**config.mk**
```make
export PLATFORM = sky130hd
export DESIGN_NAME = p5_writeback
export DESIGN_NICKNAME = d
export VERILOG_FILES = /design/src/rtl/p5_pkg.sv /design/src/rtl/p5_out_fifo.sv /design/src/rtl/p5_writeback.sv
export SDC_FILE = /design/constraint.sdc
export NUM_CORES = 1
export LEC_CHECK = 0
export ABC_AREA = 1
export CORE_MARGIN = 2
export CORE_UTILIZATION = 69
export DETAILED_ROUTE_END_ITERATION = 16
export DONT_BUFFER_PORTS = 1
export PLACE_DENSITY = 0.83
export RECOVER_POWER = 100
export SYNTH_ARGS = -nofsm -noshare
export SYNTH_HDL_FRONTEND = slang
export SYNTH_HIERARCHICAL = 1
export SYNTH_SLANG_ARGS = --single-unit
```
**constraint.sdc**
```tcl
create_clock -name clockp5 -period 5.7 [get_ports clockp5]
set_input_delay 1.14 -clock clockp5 [delete_from_list [all_inputs] [get_ports clockp5]]
set_output_delay 1.14 -clock clockp5 [all_outputs]
set_load 0.02 [all_outputs]
```
**src/rtl/p5_pkg.sv**
```systemverilog
// Shared constants and state encoding for the SIMPLE processor writeback stage.
package p5_pkg;

    localparam logic [3:0] OP_OUT        = 4'd13;
    localparam int         OUT_DEPTH_DEF = 4;

    typedef enum logic [1:0] {
        RUN    = 2'd0,
        DRAIN  = 2'd1,
        HALTED = 2'd2
    } p5_state_e;

endpackage

```
**src/rtl/p5_out_fifo.sv**
```systemverilog
// Output FIFO for OUT payloads; head is held in a register so the display port is glitch-free.
module p5_out_fifo #(
    parameter int DEPTH = 4,
    parameter int W     = 16
) (
    input  logic                       clk,
    input  logic                       rst_n,
    input  logic                       push,
    input  logic [W-1:0]               push_data,
    input  logic                       pop,
    output logic                       full,
    output logic                       empty,
    output logic [$clog2(DEPTH):0]     count,
    output logic [W-1:0]               head
);

    localparam int AW = $clog2(DEPTH);
    localparam int CW = AW + 1;

    logic [W-1:0]  mem_q [DEPTH];
    logic [AW-1:0] rd_q, rd_d, wr_q, wr_d;
    logic [CW-1:0] cnt_q, cnt_d, cnt_after_pop_s;
    logic [W-1:0]  head_q, head_d;
    logic          pop_s, push_s;

    assign full  = (cnt_q == CW'(DEPTH));
    assign empty = (cnt_q == {CW{1'b0}});
    assign count = cnt_q;
    assign head  = head_q;

    // Next pointers, occupancy and the value the head register must show next cycle.
    always_comb begin
        pop_s           = pop & ~empty;
        push_s          = push & (~full | pop_s);
        rd_d            = rd_q + AW'(pop_s);
        wr_d            = wr_q + AW'(push_s);
        cnt_after_pop_s = cnt_q - CW'(pop_s);
        cnt_d           = cnt_after_pop_s + CW'(push_s);
        if (cnt_d == {CW{1'b0}}) begin
            head_d = {W{1'b0}};
        end else if (cnt_after_pop_s == {CW{1'b0}}) begin
            head_d = push_data;
        end else begin
            head_d = mem_q[rd_d];
        end
    end

    // Storage, pointers and head register.
    always_ff @(posedge clk or negedge rst_n) begin
        if (!rst_n) begin
            for (int i = 0; i < DEPTH; i++) begin
                mem_q[i] <= {W{1'b0}};
            end
            rd_q   <= {AW{1'b0}};
            wr_q   <= {AW{1'b0}};
            cnt_q  <= {CW{1'b0}};
            head_q <= {W{1'b0}};
        end else begin
            if (push_s) begin
                mem_q[wr_q] <= push_data;
            end
            rd_q   <= rd_d;
            wr_q   <= wr_d;
            cnt_q  <= cnt_d;
            head_q <= head_d;
        end
    end

endmodule

```
**src/rtl/p5_writeback.sv**
```systemverilog
// Writeback stage: register-file write port, OUT FIFO and halt sequencing.
// Optional retired-instruction counter enabled by defining P5_RETIRE_COUNT_EN.
module p5_writeback
    import p5_pkg::*;
#(
    parameter int OUT_DEPTH = OUT_DEPTH_DEF,
    parameter int W         = 16
) (
    input  logic          clockp5,
    input  logic          reset,
    input  logic          valid4,
    input  logic          writereg4,
    input  logic [2:0]    regaddress4,
    input  logic          readoutSelect4,
    input  logic [W-1:0]  aluresult4,
    input  logic [W-1:0]  readout4,
    input  logic [3:0]    opcode4,
    input  logic          haltin4,
    output logic          stall,
    output logic          writeflag,
    output logic [2:0]    writetarget,
    output logic [W-1:0]  writeval,
    output logic          out_valid,
    output logic [W-1:0]  out_data,
    input  logic          out_ready,
    output logic          halted,
    output logic [15:0]   retired_count
);

    localparam int CW = $clog2(OUT_DEPTH) + 1;

    p5_state_e     state_q, state_d;
    logic          writeflag_q, writeflag_d;
    logic [2:0]    writetarget_q, writetarget_d;
    logic [W-1:0]  writeval_q, writeval_d;
    logic          is_out_s, pop_s, stall_s, accept_s, drained_s;
    logic          fifo_full_s, fifo_empty_s;
    logic [CW-1:0] fifo_count_s;
    logic [W-1:0]  fifo_head_s;

    assign is_out_s  = (opcode4 == OP_OUT);
    assign pop_s     = ~fifo_empty_s & out_ready;
    // A full FIFO still takes an OUT when the display drains an entry in the same cycle.
    assign stall_s   = valid4 & ((state_q != RUN) | (is_out_s & fifo_full_s & ~pop_s));
    assign accept_s  = valid4 & ~stall_s;
    assign drained_s = fifo_empty_s | ((fifo_count_s == CW'(1)) & pop_s);

    p5_out_fifo #(
        .DEPTH (OUT_DEPTH),
        .W     (W)
    ) u_fifo (
        .clk       (clockp5),
        .rst_n     (reset),
        .push      (accept_s & is_out_s),
        .push_data (aluresult4),
        .pop       (pop_s),
        .full      (fifo_full_s),
        .empty     (fifo_empty_s),
        .count     (fifo_count_s),
        .head      (fifo_head_s)
    );

    // Register-file write port; target and value hold when no write retires.
    always_comb begin
        writetarget_d = writetarget_q;
        writeval_d    = writeval_q;
        writeflag_d   = accept_s & writereg4 & ~is_out_s & ~haltin4;
        if (writeflag_d) begin
            writetarget_d = regaddress4;
            writeval_d    = readoutSelect4 ? readout4 : aluresult4;
        end else begin
            writetarget_d = writetarget_q;
            writeval_d    = writeval_q;
        end
    end

    // Halt sequencing.
    always_comb begin
        state_d = state_q;
        case (state_q)
            RUN:     if (accept_s & haltin4) state_d = DRAIN;  else state_d = RUN;
            DRAIN:   if (drained_s)          state_d = HALTED; else state_d = DRAIN;
            HALTED:  state_d = HALTED;
            default: state_d = RUN;
        endcase
    end

    // State and write-port registers.
    always_ff @(posedge clockp5 or negedge reset) begin
        if (!reset) begin
            state_q       <= RUN;
            writeflag_q   <= 1'b0;
            writetarget_q <= 3'd0;
            writeval_q    <= {W{1'b0}};
        end else begin
            state_q       <= state_d;
            writeflag_q   <= writeflag_d;
            writetarget_q <= writetarget_d;
            writeval_q    <= writeval_d;
        end
    end

`ifdef P5_RETIRE_COUNT_EN
    logic [15:0] retired_q;

    // Retired-instruction counter, wraps naturally.
    always_ff @(posedge clockp5 or negedge reset) begin
        if (!reset) begin
            retired_q <= 16'd0;
        end else if (accept_s) begin
            retired_q <= retired_q + 16'd1;
        end else begin
            retired_q <= retired_q;
        end
    end

    assign retired_count = retired_q;
`else
    assign retired_count = 16'd0;
`endif

    assign stall       = stall_s;
    assign writeflag   = writeflag_q;
    assign writetarget = writetarget_q;
    assign writeval    = writeval_q;
    assign out_valid   = ~fifo_empty_s;
    assign out_data    = fifo_head_s;
    assign halted      = (state_q == HALTED);

endmodule
```
# [After elaboration in Yosys (flattened, before gate mapping)]
# Index checks and enable logic that the tools add are counted.
[totals] regBits=109 out_inout_bits=55 wordCells=66 input_bits=46
[classes] bitwise=24 addsub=4 reduce_logical=6 muxes=12 eq_ne=5 magnitude_cmp=3
[op_table] cell="two-way mux 16 bit" n=6
[op_table] cell="bitwise mux 64 bit" n=1
[op_table] cell="binary-select mux 16 bit (select 2 bit)" n=1
[op_table] cell="demux 16 bit (select 2 bit)" n=1
[op_table] cell="AND 1 bit" n=13
[op_table] cell="zero test 3 bit" n=3
[op_table] cell="greater-or-equal comparator 3 bit, second input constant" n=2
[op_table] cell="NOT 1 bit" n=6
[op_table] cell="NOT 2 -> 3 bit" n=2
[op_table] cell="one-hot mux 2 bit (3 select lines)" n=1
[op_table] cell="adder 2 x 1 -> 2 bit" n=2
[op_table] cell="== test 4 bit, second input constant" n=1
[op_table] cell="adder 3 x 1 -> 3 bit" n=1
[op_table] cell="== test 3 x 1 -> 1 bit, second input constant" n=1
[op_table] cell="== test 3 bit, second input constant" n=1
[op_table] cell="less-than comparator 3 x 1 -> 1 bit, second input constant" n=1
[op_table] cell="OR 1 bit" n=3
[op_table] cell="subtractor 3 x 1 -> 3 bit" n=1
[op_table] cell="== test 2 x 1 -> 1 bit, second input constant" n=1
[op_table] cell="== test 2 bit, second input constant" n=1
[op_table] cell="zero test 2 bit" n=1
[op_table] cell="two-way mux 2 bit" n=1
[op_table] cell="nonzero test 2 bit" n=1
[op_table] cell="logical AND 1 bit" n=1
[op_table] cell="two-way mux 1 bit" n=1

# [Logic depth before layout (Yosys ltp)]
[depth] ltp_word=14 ltp_mapped=19 mapped_depth_nobuf=17

# [Hierarchy]
# The synthesis kept the hierarchy.
[by_module_without_submodules] module="p5_out_fifo" cells_per_inst=541 n_inst=1 seq_area_each_um2=2177.1 area_each_um2=4182.8
[by_module_without_submodules] module="p5_writeback" cells_per_inst=193 n_inst=1 seq_area_each_um2=550.5 area_each_um2=1407.6

# [Least setup slack after synthesis]
# Ideal clock, no wire load.
[synth_path] path_kind="input port to output port" startpoint="input port out_ready" endpoint="output port stall" arrival_time_ns=1.886 path_slack_ns=2.674 required_time_ns=4.560 cell_stages=6 n_path_buf=1 cell_sequence="nand2_1 nand2_1 nor2_2 nor2_4 buf_6 nor2_1"
[synth_via] elab_chain_len=5
[synth_rtl] item="from (decl)" line="p5_writeback.sv:25" text="input logic out_ready,"
[synth_rtl] item="AND 1 bit" line="p5_writeback.sv:42" text="assign pop_s = ~fifo_empty_s & out_ready;"
[synth_rtl] item="NOT 1 bit" line="p5_writeback.sv:44" text="assign stall_s = valid4 & ((state_q != RUN) | (is_out_s & fifo_full_s & ~pop_s));"
[synth_rtl] item="AND 1 bit" line="p5_writeback.sv:44"
[synth_rtl] item="OR 1 bit" line="p5_writeback.sv:44"
[synth_rtl] item="AND 1 bit" line="p5_writeback.sv:44"
[synth_rtl] item="to (decl)" line="p5_writeback.sv:19" text="output logic stall,"
# Every way passes these cells.

# [Final worst setup path]
[layout_path] startpoint="register u_fifo.cnt_q[2], in the netlist u_fifo/count[2]" endpoint="register u_fifo.head_q[3], in the netlist u_fifo/head[3]"
[layout_via] elab_chain_len=14 elab_cells_between_ends=27 classes_between="3 x add/sub; 1 x eq/ne; 5 x mux; 15 x bitwise; 3 x reduce/logical"
[layout_rtl] item="from (decl)" line="p5_out_fifo.sv:22" text="logic [CW-1:0] cnt_q, cnt_d, cnt_after_pop_s;"
[layout_rtl] item="from (signal assigned)" line="p5_out_fifo.sv:56" text="cnt_q <= {CW{1'b0}};"
[layout_rtl] item="from (signal assigned)" line="p5_out_fifo.sv:64" text="cnt_q <= cnt_d;"
[layout_rtl] item="zero test 3 bit *" line="p5_out_fifo.sv:27" text="assign empty = (cnt_q == {CW{1'b0}});"
[layout_rtl] item="net fifo_empty_s" line="p5_writeback.sv:37" text="logic fifo_full_s, fifo_empty_s;"
[layout_rtl] item="NOT 1 bit *"
[layout_rtl] item="net out_valid" line="p5_writeback.sv:23" text="output logic out_valid,"
[layout_rtl] item="AND 1 bit" line="p5_writeback.sv:42"
[layout_rtl] item="NOT 1 bit" line="p5_writeback.sv:44"
[layout_rtl] item="AND 1 bit" line="p5_writeback.sv:44"
[layout_rtl] item="OR 1 bit" line="p5_writeback.sv:44"
[layout_rtl] item="[2 not listed]"
[layout_rtl] item="AND 1 bit" line="p5_writeback.sv:45" text="assign accept_s = valid4 & ~stall_s;"
[layout_rtl] item="AND 1 bit" line="p5_writeback.sv:54" text=".push (accept_s & is_out_s),"
[layout_rtl] item="AND 1 bit" line="p5_out_fifo.sv:34" text="push_s = push & (~full | pop_s);"
[layout_rtl] item="adder 3 x 1 -> 3 bit *" line="p5_out_fifo.sv:38" text="cnt_d = cnt_after_pop_s + CW'(push_s);"
[layout_rtl] item="net u_fifo.cnt_d[1]" line="p5_out_fifo.sv:22"
[layout_rtl] item="zero test 3 bit *" line="p5_out_fifo.sv:39" text="if (cnt_d == {CW{1'b0}}) begin"
[layout_rtl] item="two-way mux 16 bit *" line="p5_out_fifo.sv:39"
[layout_rtl] item="net u_fifo.head_d[3]" line="p5_out_fifo.sv:23" text="logic [W-1:0] head_q, head_d;"
[layout_rtl] item="to (signal assigned)" line="p5_out_fifo.sv:57" text="head_q <= {W{1'b0}};"
[layout_rtl] item="to (decl)" line="p5_out_fifo.sv:23"
# The timed path passes the listed nets; every way through them passes the cells marked *. The select of a mux whose other input is x is not followed.
# A chain may end at the register's enable or synchronous reset.

==> reports/metrics.yaml <==
wl_per_cell_um: 15.39
tightest_slew_ns: 1.416
vias_per_cell: 5.489
ys_types: 29
clock_sinks: 109
first_iter_violations: 356
finalHoldViolations: 0
cts_setup_buffers: 0
rsz0062_at_grt: "no"
dr_wl_met2_mm: 6.118
numCtsBuffers: 9
ctsResizeCount: 0
dr.pass1.iters: 5
crit_arrival_ns: 4.30
p_per_area_mw_per_mm2: 556.8
max_stage_delay_ns: 1.04
die_w_um: 94.01
gr-usage-all-layers_pct: 29.77
core_mm2: 0.007807
ios: 101
via_count: 4490
hold_class: "primary input to asynchronous set/reset pin"
required_ns: 5.92
gp_congestion: 0.8004
antenna_found_initial: 0
finalWirelength_mm: 12.59
initial_core_util_pct: 71.60
grt_start_max_net_pins: 110
wl_met3_mm: 1.081
fin_area_mm2: 0.005583
start_kind: "register"
vdd_drop_max_mv: 0.2399
finalClockSkew_ns: 0.01327
htree_levels: 3
maxSlewHeadroom_pct: 5.259
finalMaxSlewViolations: 0
root_buffer: "clkbuf_8"
yosys_register_bits: 109
port_buffers: 0
end_kind: "register"
syn_avg_cell_area_um2: 7.616
leakage_nw: 2.998
clkTransAtPathRegs_ns: 0.10
seq_area_frac_synth_pct: 48.79
highest_layer: "met4"
drc: 0
clockBufferDepth: 2
min_period_ns: 4.082
hpwl_mm: 8.257
synthCells: 734
cts_hold_buf: 0
grt_pass1_vias: 4268
status: "finished, final reports clean"
cp_slowest_cell: "nor2_1"
crit_type: "register to register"
area_delta_synth_final_pct: -0.1344
grt_pass1_wl_mm: 20.37
drv_cap: 0
netlist_area_mm2: 0.005590
final_common_cell: "nand2_1"
crit_path_frequent_cell: "inv_1"
critPathTopFamily: "simple AND/OR/NAND/NOR gates"
diodes: 0
met1Wirelength_mm: 5.212
finalCritPeriodShare_pct: 71.62
drive_gt1_share_pct: 3.631
clock_latency_ns: 0.38
clock.fmax_mhz: 245.0
die_height_um: 94.01
final_nets: 763
die_area_mm2: 0.008838
cts_tree: "done"
setup_violations: 0
crit_buf_inv: 4
tns_ns: 0
cp_max_fo: 22
fillers: 630
place_area_mm2: 0.005431
layout_common_cells: "281 x nand2_1, 116 x inv_1, 109 x dfrtp_1"
overflow: 0
rows: 32
postRouteAntennaNets: 0
synth-warning-count: 6
path_cells: "nor3_1, inv_1, nand2_1, nand2_1, nor2_2, nor2_1, nand3_1, inv_1, nand2_1, inv_1, ha_1, ha_1, nor2_1, nand3_2, inv_1, a21oi_1"
[metal layers]
metal / global-route usage (%) / vias up
li1: - / 2158
met1: 39.12 / 2119
met2: 49.11 / 194
met3: 7.384 / 19
met4: 9.058 / 0
met5: 0 / -
[report_power, final]
part | total [W] | leakage, nW | switching (W) | internal (W)
Combinational | 0.00134 | 1.48 | 0.000902 | 0.000435
Clock | 0.000438 | 0.0840 | 0.000273 | 0.000165
Sequential | 0.00133 | 1.44 | 0.000306 | 0.00103
[sequential cells by signal, summed over array words and instances, names as in the netlist]
name and count:
writeflag 1, u_fifo/rd_q 2, u_fifo/mem_q 64, writetarget 3, u_fifo/head 16, u_fifo/count 3
writeval 16, state_q 2, u_fifo/wr_q 2
[area by class of cell]
type                    instances  area (um2)  area share [%]
repair buffers                  2       11.26          0.2017
flip-flops and latches        109        2728           48.86
clock buffers                   9       123.9           2.219
multi-input cells             471        2087           37.38
inverters                     118       445.4           7.978
well taps                     102       127.6           2.286
clock inverters                 7       60.06           1.076
[worst register-to-register path: cells and delay by family (launching register included)]
kind,cells,cell delay (ns)
AND/OR/NAND/NOR,9,1.91
buffers and inverters,4,0.98
flip-flops,1,0.47
adder cells (fa/ha/maj),2,0.39
AO/OA/AOI/OAI,1,0.16
[synth_stat cells (all sizes together)]
library cell	count	share of area (%)
nand2	284	19
nand4	21	2.5
a21oi	17	1.6
nand3b	4	0.76
ha	6	1.3
clkbuf	7	0.56
o21ai	84	7.5
nand3	21	2.0
buf	44	5.8
nor2	15	1.5
dfrtp	109	49
inv	118	8.0
nor3	2	0.18
conb	1	0.067
xor2	1	0.16
[cell families (layout without fill, tap and decap cells)]
logic type	Yosys count	count (layout)	share of synthesized area, %
fa+ha+maj	6	6	1.343
compound gates	101	101	9.109
buf+inv	169	136	14.37
flops	109	109	48.79
xor+xnor	1	1	0.1567
simple gates	347	347	26.16
other cells	1	16	0.06708
[metrics by stage]
step / power, W / instances / hold slack (ns) / setup slack, ns / utilization, %
finish: 0.003108 / 818 / 0.4467 / 1.618 / 71.51
CTS: 0.003105 / 818 / 0.4275 / 2.432 / 71.92
global route: 0.003367 / 818 / 0.4073 / 1.378 / 71.51
detailed placement: 0.002669 / 802 / 0.4727 / 2.194 / 69.57
floorplan: 0.002428 / 749 / 0.4529 / 2.674 / -
global placement: 0.002610 / 802 / 0.4650 / 2.270 / 69.57
[worst paths after layout]
path | slack, ns | cells past startpoint | start | endpoint
max | 1.62 | 16 | u_fifo/count[2] | u_fifo/head[3]
min | 0.45 | 0 | reset | state_q[1]
max reg2reg | 1.62 | 16 | u_fifo/count[2] | u_fifo/head[3]
min reg2reg | 0.49 | 2 | u_fifo/mem_q[1] | u_fifo/mem_q[1]
max in group asynchronous | 5.07 | 0 | reset | writeval[0]
min in group clockp5 | 0.49 | 2 | u_fifo/mem_q[1] | u_fifo/mem_q[1]
Power figures use the tool's default switching activity.
